### src/rtl/demux_scheduler.sv
`timescale 1ns/1ps
`default_nettype none
// ============================================================================
//  Module      : demux_scheduler
//  Description : Feeds a 2:1 demux stage from a single byte stream. Words are
//                steered round-robin between side 0 and side 1, skipping a
//                paused side. A one-entry holding buffer absorbs stalls when
//                both sides are paused; backpressure reaches the source via
//                ready_out. Per-side dispatch counters are kept for debug.
//  Revision    : 1.0 - initial release
// ============================================================================
module demux_scheduler #(
    parameter int DATA_W = 8,
    parameter int CNT_W  = 8
) (
    input  logic              clk,
    input  logic              reset,
    input  logic              en,
    input  logic [DATA_W-1:0] data_in,
    input  logic              valid_in,
    output logic              ready_out,
    input  logic              pause0,
    input  logic              pause1,
    output logic [DATA_W-1:0] data_to_demux,
    output logic              valid_to_demux,
    output logic              selector,
    output logic [CNT_W-1:0]  count0,
    output logic [CNT_W-1:0]  count1,
    output logic              busy
);

    // Holding-buffer occupancy: EMPTY means no word waiting, HOLD means one.
    typedef enum logic [0:0] {
        EMPTY = 1'b0,
        HOLD  = 1'b1
    } state_t;

    state_t              r_state;
    logic [DATA_W-1:0]   r_buf_data;
    logic                r_last_sel;

    logic                w_buf_valid;
    logic                w_pref;
    logic                w_pref_paused;
    logic                w_target;
    logic                w_can_dispatch;
    logic                w_accept;

    // Dispatch decision: the side not used last is preferred; if it is paused
    // the other side is taken; if both are paused the buffered word waits.
    // ready_out only looks at registered state and the pause/enable inputs so
    // that it never forms a loop through the source's valid_in.
    always_comb begin
        w_buf_valid    = (r_state == HOLD);
        w_pref         = ~r_last_sel;
        w_pref_paused  = w_pref ? pause1 : pause0;
        w_target       = w_pref_paused ? ~w_pref : w_pref;
        w_can_dispatch = en & w_buf_valid & ~(pause0 & pause1);
        ready_out      = en & (~w_buf_valid | w_can_dispatch);
        w_accept       = valid_in & ready_out;
    end

    assign busy = w_buf_valid;

    // Buffer FSM: a new word may replace the buffered one only on the same
    // edge that the buffered word leaves, so nothing is ever overwritten.
    always_ff @(posedge clk or posedge reset) begin
        if (reset) begin
            r_state    <= EMPTY;
            r_buf_data <= '0;
        end else begin
            case (r_state)
                EMPTY: begin
                    if (w_accept) begin
                        r_buf_data <= data_in;
                        r_state    <= HOLD;
                    end
                end
                HOLD: begin
                    if (w_accept) begin
                        r_buf_data <= data_in;
                    end else if (w_can_dispatch) begin
                        r_state <= EMPTY;
                    end
                end
                default: begin
                    r_state <= EMPTY;
                end
            endcase
        end
    end

    // Registered demux interface: a one-cycle valid pulse per dispatch, with
    // selector and data holding their last values between pulses.
    always_ff @(posedge clk or posedge reset) begin
        if (reset) begin
            valid_to_demux <= 1'b0;
            selector       <= 1'b0;
            data_to_demux  <= '0;
            r_last_sel     <= 1'b1;
        end else if (w_can_dispatch) begin
            valid_to_demux <= 1'b1;
            selector       <= w_target;
            data_to_demux  <= r_buf_data;
            r_last_sel     <= w_target;
        end else begin
            valid_to_demux <= 1'b0;
        end
    end

    // Per-side dispatch counters, free-running with natural wrap.
    always_ff @(posedge clk or posedge reset) begin
        if (reset) begin
            count0 <= '0;
            count1 <= '0;
        end else if (w_can_dispatch) begin
            if (w_target) begin
                count1 <= count1 + 1'b1;
            end else begin
                count0 <= count0 + 1'b1;
            end
        end
    end

endmodule
`default_nettype wire
### config.mk
export PLATFORM = sky130hd
export DESIGN_NAME = demux_scheduler
export DESIGN_NICKNAME = d
export VERILOG_FILES = /design/src/rtl/demux_scheduler.sv
export SDC_FILE = /design/constraint.sdc
export NUM_CORES = 1
export LEC_CHECK = 0
export BUFFER_PORTS_ARGS = -buffer_cell sky130_fd_sc_hd__buf_2
export CAP_MARGIN = 20
export CORE_ASPECT_RATIO = 1.75
export CORE_MARGIN = 2
export CORE_UTILIZATION = 46
export CTS_CLUSTER_DIAMETER = 200
export DETAILED_ROUTE_END_ITERATION = 7
export GPL_TIMING_DRIVEN = 0
export PLACE_DENSITY = 0.77
export SLEW_MARGIN = 30
export SYNTH_ARGS = -nofsm -noshare
export SYNTH_HDL_FRONTEND = slang
export SYNTH_SLANG_ARGS = --single-unit
### constraint.sdc
create_clock -name clk -period 1.8 [get_ports clk]
set_input_delay 0 -clock clk [delete_from_list [all_inputs] [get_ports clk]]
set_output_delay 0 -clock clk [all_outputs]
set_load 0.02 [all_outputs]
Word-level counts from Yosys, hierarchy flattened
Index checks and enable logic that the tools add are counted.

Register bits after elaboration: 36. Bits in latches: 0. Bits in writable memories: 0. Bits in read-only memories: 0. Bits of input ports: 14. Output and inout port bits: 28. Logic and storage cells: 30. Memories kept: 0.

Add/subtract/negate cells: 2. $mul: 0. Divide/modulo/power cells: 0. Magnitude comparators: 0. Equal/unequal tests: 0. Shift-type cells: 0. Multiplexer cells: 8. Bitwise logic cells: 10. Reductions and logical operators: 2.

Operators by type and width (number): 8-bit by 1-bit adder with 8-bit output (second input constant) (2); 8-bit 2-to-1 mux (1); 1-bit 2-to-1 mux (6); 1-bit AND (5); 1-bit NOT (4); 2-bit AND reduction (2); 1-bit case mux with 2 select lines (1); 1-bit OR (1).

Depth between registers and ports, before layout
Gate-level depths: netlist of the first run.

Depth in word-level cells: 8. Depth in mapped cells: 4. Mapped depth without buffers: 4.

Worst setup path before layout of the first run
OpenSTA, ideal clock, no wires.

Path type: register to register. Start: register r_state, in the netlist busy. End: register count0[1]. Library setup time: 0.125 ns. Data arrival time: 1.383 ns. Required time: 1.675 ns. Slack: 0.292 ns. Cell stages (with the launch flop): 4. Path buffers: 0. Period minus slack after synthesis: 1.508 ns. Cell sequence: dfrtp_1 > o211ai_1 > nor2_1 > mux2_2.

Cells in the longest elaborated chain, start to end: 3.

Ends and longest elaborated chain: start, declared (line 38) `state_t r_state;`; start signal, assigned (line 69) `r_state <= EMPTY;`; start signal, assigned (line 76) `r_state <= HOLD;`; start signal, assigned (line 83) `r_state <= EMPTY;`; 1-bit AND (2 in series) (line 58) `w_can_dispatch = en & w_buf_valid & ~(pause0 & pause1);`; 2-bit AND reduction (no line); end signal, assigned (line 120) `count0 <= count0 + 1'b1;`; end, declared (line 27) `output logic [CNT_W-1:0] count0,`.

No other way between the ends. A chain may end at the register's enable or synchronous reset.

Worst setup path in the final report of the first run
Start: register r_last_sel. End: register count0[1].

Cells in the longest elaborated chain, start to end: 4. Elaborated cells on any way between the ends: 5. Classes of those cells: mux (2); bitwise (2); reduce/logical (1).

Ends and longest elaborated chain: start, declared (line 40) `logic r_last_sel;`; start signal, assigned (line 105) `r_last_sel <= w_target;`; 1-bit 2-to-1 mux / 1-bit NOT (equally long branches) (line 56, 55); 1-bit 2-to-1 mux (*) (line 57) `w_target = w_pref_paused ? ~w_pref : w_pref;`; 1-bit NOT (no line) (*); 2-bit AND reduction (no line) (*).

Every way passes the cells marked *; elsewhere a longest branch is shown, timed or not.

==> results of run 1 <==
## where the power goes
group	total [mW]	switching, mW	internal (mW)
clock network	0.687	0.276	0.411
registers	1.24	0.194	1.05
logic	0.846	0.493	0.353
## stage by stage
stage	hold slack [ns]	util [%]
final	0.124	62.1
after global routing	0.133	62.1
after CTS	0.112	62.1
after detailed placement	0.172	55.7
after global placement	0.235	55.7
after floorplan	0.152	-
## layer usage
metal	vias up	share of wire, %	global-route usage, %
met5	-	0	0
met4	0	2.4	8.33
met3	7	4.1	5.45
met2	30	56	30.1
met1	516	38	18.2
li1	497	-	-
## layout by cell type, fill, tap and decap left out, drive strengths merged, types with 2 or more instances in the layout
master       Yosys  layout
ha               2       2
nor2             4       4
clkbuf           1       7
dfrtp           35      35
nor3             4       4
nand3            4       4
mux2            18      18
dlygate4sd3      0       9
a21oi            2       2
nor3b            2       2
xor2            14      14
buf              0      41
nand4b           2       2
nor4             4       4
inv              4       4
nand2            6       6
## area by class of cell
class | instances | area share (%)
sequential | 36 | 46.8
clock inverter | 2 | 1.82
multi-input combinational | 69 | 28.6
buffer | 1 | 0.195
timing repair buffer | 50 | 15.3
tap | 43 | 2.79
clock buffer | 6 | 3.76
inverter | 4 | 0.778
## kinds of logic after synthesis
family | share of synthesized area, %
AO/OA/AOI/OAI | 3.14
XOR/XNOR | 8.33
adder cells (fa/ha/maj) | 1.70
buffers and inverters | 1.27
flip-flops | 61.3
multiplexers | 13.8
AND/OR/NAND/NOR | 10.5
## worst paths after layout
kind | from | depth (start not counted) | end | slack (ns)
max in group asynchronous | reset | 3 | count0[2] | 0.95
hold / removal | en | 3 | r_last_sel | 0.12
setup / recovery | r_last_sel | 3 | count0[1] | 0.21
hold reg to reg | count1[7] | 1 | count1[7] | 0.47
min in group asynchronous | reset | 3 | r_buf_data[0] | 0.38
setup reg to reg | r_last_sel | 3 | count0[1] | 0.21
## timing repair
action / CTS / global route
endpoints found under the hold margin: 43 / 0
endpoints found under the setup margin: 0 / 0
hold buffers: 9 / 0
buffers inserted: 0 / 0
## tightest hold or removal path: stages
cell and delay, ns:
buf_2 0.13, nand3_1 0.18, a21oi_1 0.09
## flip-flops by register name, indices dropped and copies added (netlist names)
register	flops
busy	1
count0	8
count1	8
data_to_demux	8
r_buf_data	8
r_last_sel	1
selector	1
valid_to_demux	1
==> reports/results.txt, run 1 <==
Vias in the first global route: 1,062
Starting density of the core: 47.4%
Clock buffer depth: 2
Final net count: 183
Post-route DRC: 0
Crit-path cells: o211ai_1 -> nor2_1 -> mux2_2
Num CTS Buffers: 5
Maximum vdd drop: 0.715 mV
Clk Latency, worst-skew pair: 0.29 ns
Setup Skew: 0.00618 ns
Main synth FF type: dfrtp_1
FP Rows: 27
Placed instance count: 194
Synthesis-stage register bit count: 36
Most frequent cells after synthesis: dfrtp_1, mux2_2, xor2_1
CTS tree: done
First drt pass iteration count: 4
Top cells by area, synth: dfrtp_1, mux2_2, xor2_1
Clock Sinks: 36
IO Port Bufs: 41
Crit Path Max Fanout: 7
PD cells: 1440 nW/µm²
CP max-delay cell: dfstp_2
Slowest stage delay, CP: 0.53 ns
Grt total ovfl: 0
Status: finished, final reports clean
Die height: 78.9 µm
Routed wire length: 2840 µm
Via count: 1,050
Cell area after placement: 1730 µm²
1st-iter DRT viols: 19
Data arrival, critical path: 1.76 ns
RSZ-0062 raised after global routing: false
Ports: 42
Avg Cell Area, Syn: 13.4 µm²
Fillers: 272
Kind of critical path: flop to flop
Final period util: 88.2%
Antenna viol nets, final: 0
Global Route Usage Sum: 17.5%
Vias per inst: 4.98
Footprint of the multi-input gates: 552 µm²
Total power: 2.78 mW
CTS Root Buffer Type: clkbuf_8
Slew @ Worst Pin: 0.719 ns
Ys async rst share: 100%
Post-synth EDFFs: 0
Initial antenna violation count: 0
Synthesized area: 1470 µm²
Setup Total Neg Slack: 0 ns
Final instance area: 1930 µm²
GPL Wtd Cong: 0.758
CP Data Required Time: 1.97 ns
Worst min path class: input port to flop
Core footprint: 3110 µm²
Avg WL per Cell: 13.5 µm
Sequential cell area: 902 µm²
Area leader, netlist: dfrtp_1
Max cap viols: 0
CP endpoint kind: flop
Unique masters post-synth: 23
Post-CTS resize count: 0
Slack of the critical path: 0.213 ns
Count leader, synth: dfrtp_1
First-pass GRT wire length: 4630 µm
Setup Slack @ Placement: 0.220 ns
Min Clock Period, post-route: 1.59 ns
CP bufs+invs: 0
Final setup fails: 0
Worst slew margin: 52.0%
Non-filler cells, final: 211
# H-tree levels: 2
Area growth syn-to-layout: 31.0%
Element type at the critical path start: flop
Leak Pwr: 0.977 nW
Cell family with most CP delay: flip-flops
Synthesized Nets: 126
Endpoints failing hold: 0
Layout cell share with drive strength beyond 1: 42.3%
Largest net degree at the start of global routing: 37
Die W: 46.8 µm
Clock transition at path regs: 0.06 ns
Die ar.: 3690 µm²
Seq/Total Area, Yosys: 61.3%
Syn Inst Count: 110
Post-DP HPWL: 2120 µm
Maximum clock frequency: 0.630 GHz
Yosys top cell area share: 59.5%
# diodes: 0
Max Transition Viols Final: 0
Yosys warnings: 0
(Power assumes the default switching activity.)
==> run 2: changes to the inputs <==
- REMOVE_ABC_BUFFERS: unset -> 1
- SLEW_MARGIN: 30 -> unset
==> run 2 against run 1 <==
  * Die area unchanged
  * Sequential power barely moved
  * Non-clock buffer count stayed put
  * Global-route usage down 0.44 points
  * Clock skew is 0.0052 ns lower
  * Sequential cell count unchanged
  * Sequential share of layout area down 0.66 points
  * First-iteration DRC count decreased by 21%
  * Hold slack worse by 0.0041 ns
  * Clock power grew 1%
  * Register-to-register slack improved by 0.02 ns
==> reports/results.txt, run 2 (synthesis gave the netlist of run 1 again) <==
Pint: 1.82 mW
Sequential share of power: 44.6%
Routed wire length: 2820 µm
Final net count: 183
CP max-delay cell: dfstp_2
Post-CTS resize count: 0
Die ar.: 3690 µm²
Placed instance count: 194
Leak Pwr: 0.989 nW
CP endpoint kind: flop
Maximum clock frequency: 0.638 GHz
Avg WL per Cell: 13.3 µm
Post-DP HPWL: 2040 µm
Worst Reg-to-Reg Cells: 3
Clock buffer depth: 2
Die W: 46.8 µm
Clock transition at path regs: 0.07 ns
Endpoints failing hold: 0
Min-delay src: pause0
Hold path cells: 3
CP Depth: 3
FP Rows: 27
Setup Total Neg Slack: 0 ns
Num CTS Buffers: 5
Starting density of the core: 47.4%
Crit path from: r_last_sel
Layout cell share with drive strength beyond 1: 42.9%
Global Route Usage Sum: 17.1%
Ports: 42
Kind of critical path: flop to flop
Logic pwr share: 30.5%
CP Data Required Time: 1.97 ns
1st-iter DRT viols: 15
Cell family with most CP delay: flip-flops
CP bufs+invs: 0
Worst slew margin: 58.6%
First drt pass iteration count: 4
Vias in the first global route: 992
Clk Latency, worst-skew pair: 0.28 ns
Worst min path class: input port to flop
Non-filler cells, final: 211
GPL Wtd Cong: 0.706
CTS tree: done
Setup Skew: 0.00102 ns
Sw frac: 34.8%
Clock Power Share: 24.9%
Area growth syn-to-layout: 32.9%
CTS Root Buffer Type: clkbuf_8
Initial antenna violation count: 0
PD cells: 1430 nW/µm²
Slowest stage delay, CP: 0.54 ns
Slew @ Worst Pin: 0.619 ns
Antenna viol nets, final: 0
Die height: 78.9 µm
Post-route DRC: 0
Min Clock Period, post-route: 1.57 ns
Crit-path cells: o211ai_1 -> nor2_1 -> mux2_2
Core footprint: 3110 µm²
Max Transition Viols Final: 0
Crit Path Max Fanout: 7
Element type at the critical path start: flop
Largest net degree at the start of global routing: 26
Clock Sinks: 36
P_sw: 0.972 mW
Via count: 1,038
Max cap viols: 0
Data arrival, critical path: 1.74 ns
Setup Fix Bufs, Post-CTS: 0
Grt total ovfl: 0
Vias per inst: 4.92
Worst r2r src: r_last_sel
Status: finished, final reports clean
IO Port Bufs: 41
Final setup fails: 0
Leading cell types in the layout, fill and taps excluded: buf_2, dfrtp_1, mux2_2, xor2_1, dlygate4sd3_1
# H-tree levels: 2
RSZ-0062 raised after global routing: false
Most common cell after layout, fill and taps aside: buf_2
Maximum vdd drop: 0.923 mV
# diodes: 0
Final period util: 87.1%
First-pass GRT wire length: 4440 µm
==> run 2: cell count changes in the layout (fill, tap and decap cells not counted), sizes merged <==
| cell | change |
|---|---|
| clkinvlp | +1 |
| clkbuf | -2 |
| buf | +1 |
==> run 2: final timing paths <==
kind,endpoint,slack (ns)
hold / removal,count0[2],0.12
setup / recovery,count0[1],0.23
setup reg to reg,count0[1],0.23
min in group asynchronous,data_to_demux[7],0.29
max in group asynchronous,r_last_sel,0.93
hold reg to reg,count1[7],0.46
==> run 2: tightest hold or removal path: stages <==
cell and delay [ns]:
buf_2 0.15, nor3b_1 0.08, xor2_1 0.13
==> run 2: per-layer routing <==
layer	share of wire [%]	wire, µm	track usage [%]
met5	0	0	0
met1	42	1190	20.3
met3	4.7	133	6.59
met2	52	1470	27.0
met4	0.50	14	6.67
==> run 2: repair_timing <==
action	in CTS	in global routing
hold buffers	9	0
endpoints found under the setup margin	0	0
hold endpoints to repair	19	0
==> run 2: final cells by class <==
class / count / area [µm²]
multi-input cells: 69 / 552
inverters: 4 / 15.0
clock inverters: 3 / 42.5
fillers: 266 / 1150
repair buffers: 51 / 323
well taps: 43 / 53.8
clock buffers: 5 / 68.8
flip-flops and latches: 36 / 902
==> run 2: power groups by stage <==
stage	logic, mW	registers (mW)	clock network (mW)
6_report	0.851	1.24	0.694
5_1_grt	0.919	1.28	0.760
4_1_cts	0.860	1.25	0.718
3_5_place_dp	0.840	1.26	0
3_3_place_gp	0.807	1.23	0
2_1_floorplan	0.307	1.47	0
==> run 2: stage by stage <==
| step | hold WS, ns | total power [mW] | setup slack, ns | cell area [µm²] | utilization (%) |
|---|---|---|---|---|---|
| after floorplan | 0.152 | 1.77 | 0.292 | 1470 | - |
| after global placement | 0.232 | 2.04 | 0.244 | 1730 | 55.6 |
| after detailed placement | 0.0533 | 2.10 | 0.241 | 1760 | 56.5 |
| after CTS | 0.108 | 2.82 | 0.224 | 1960 | 63.0 |
| after global routing | 0.133 | 2.96 | 0.136 | 1960 | 63.0 |
| final | 0.120 | 2.79 | 0.232 | 1960 | 63.0 |
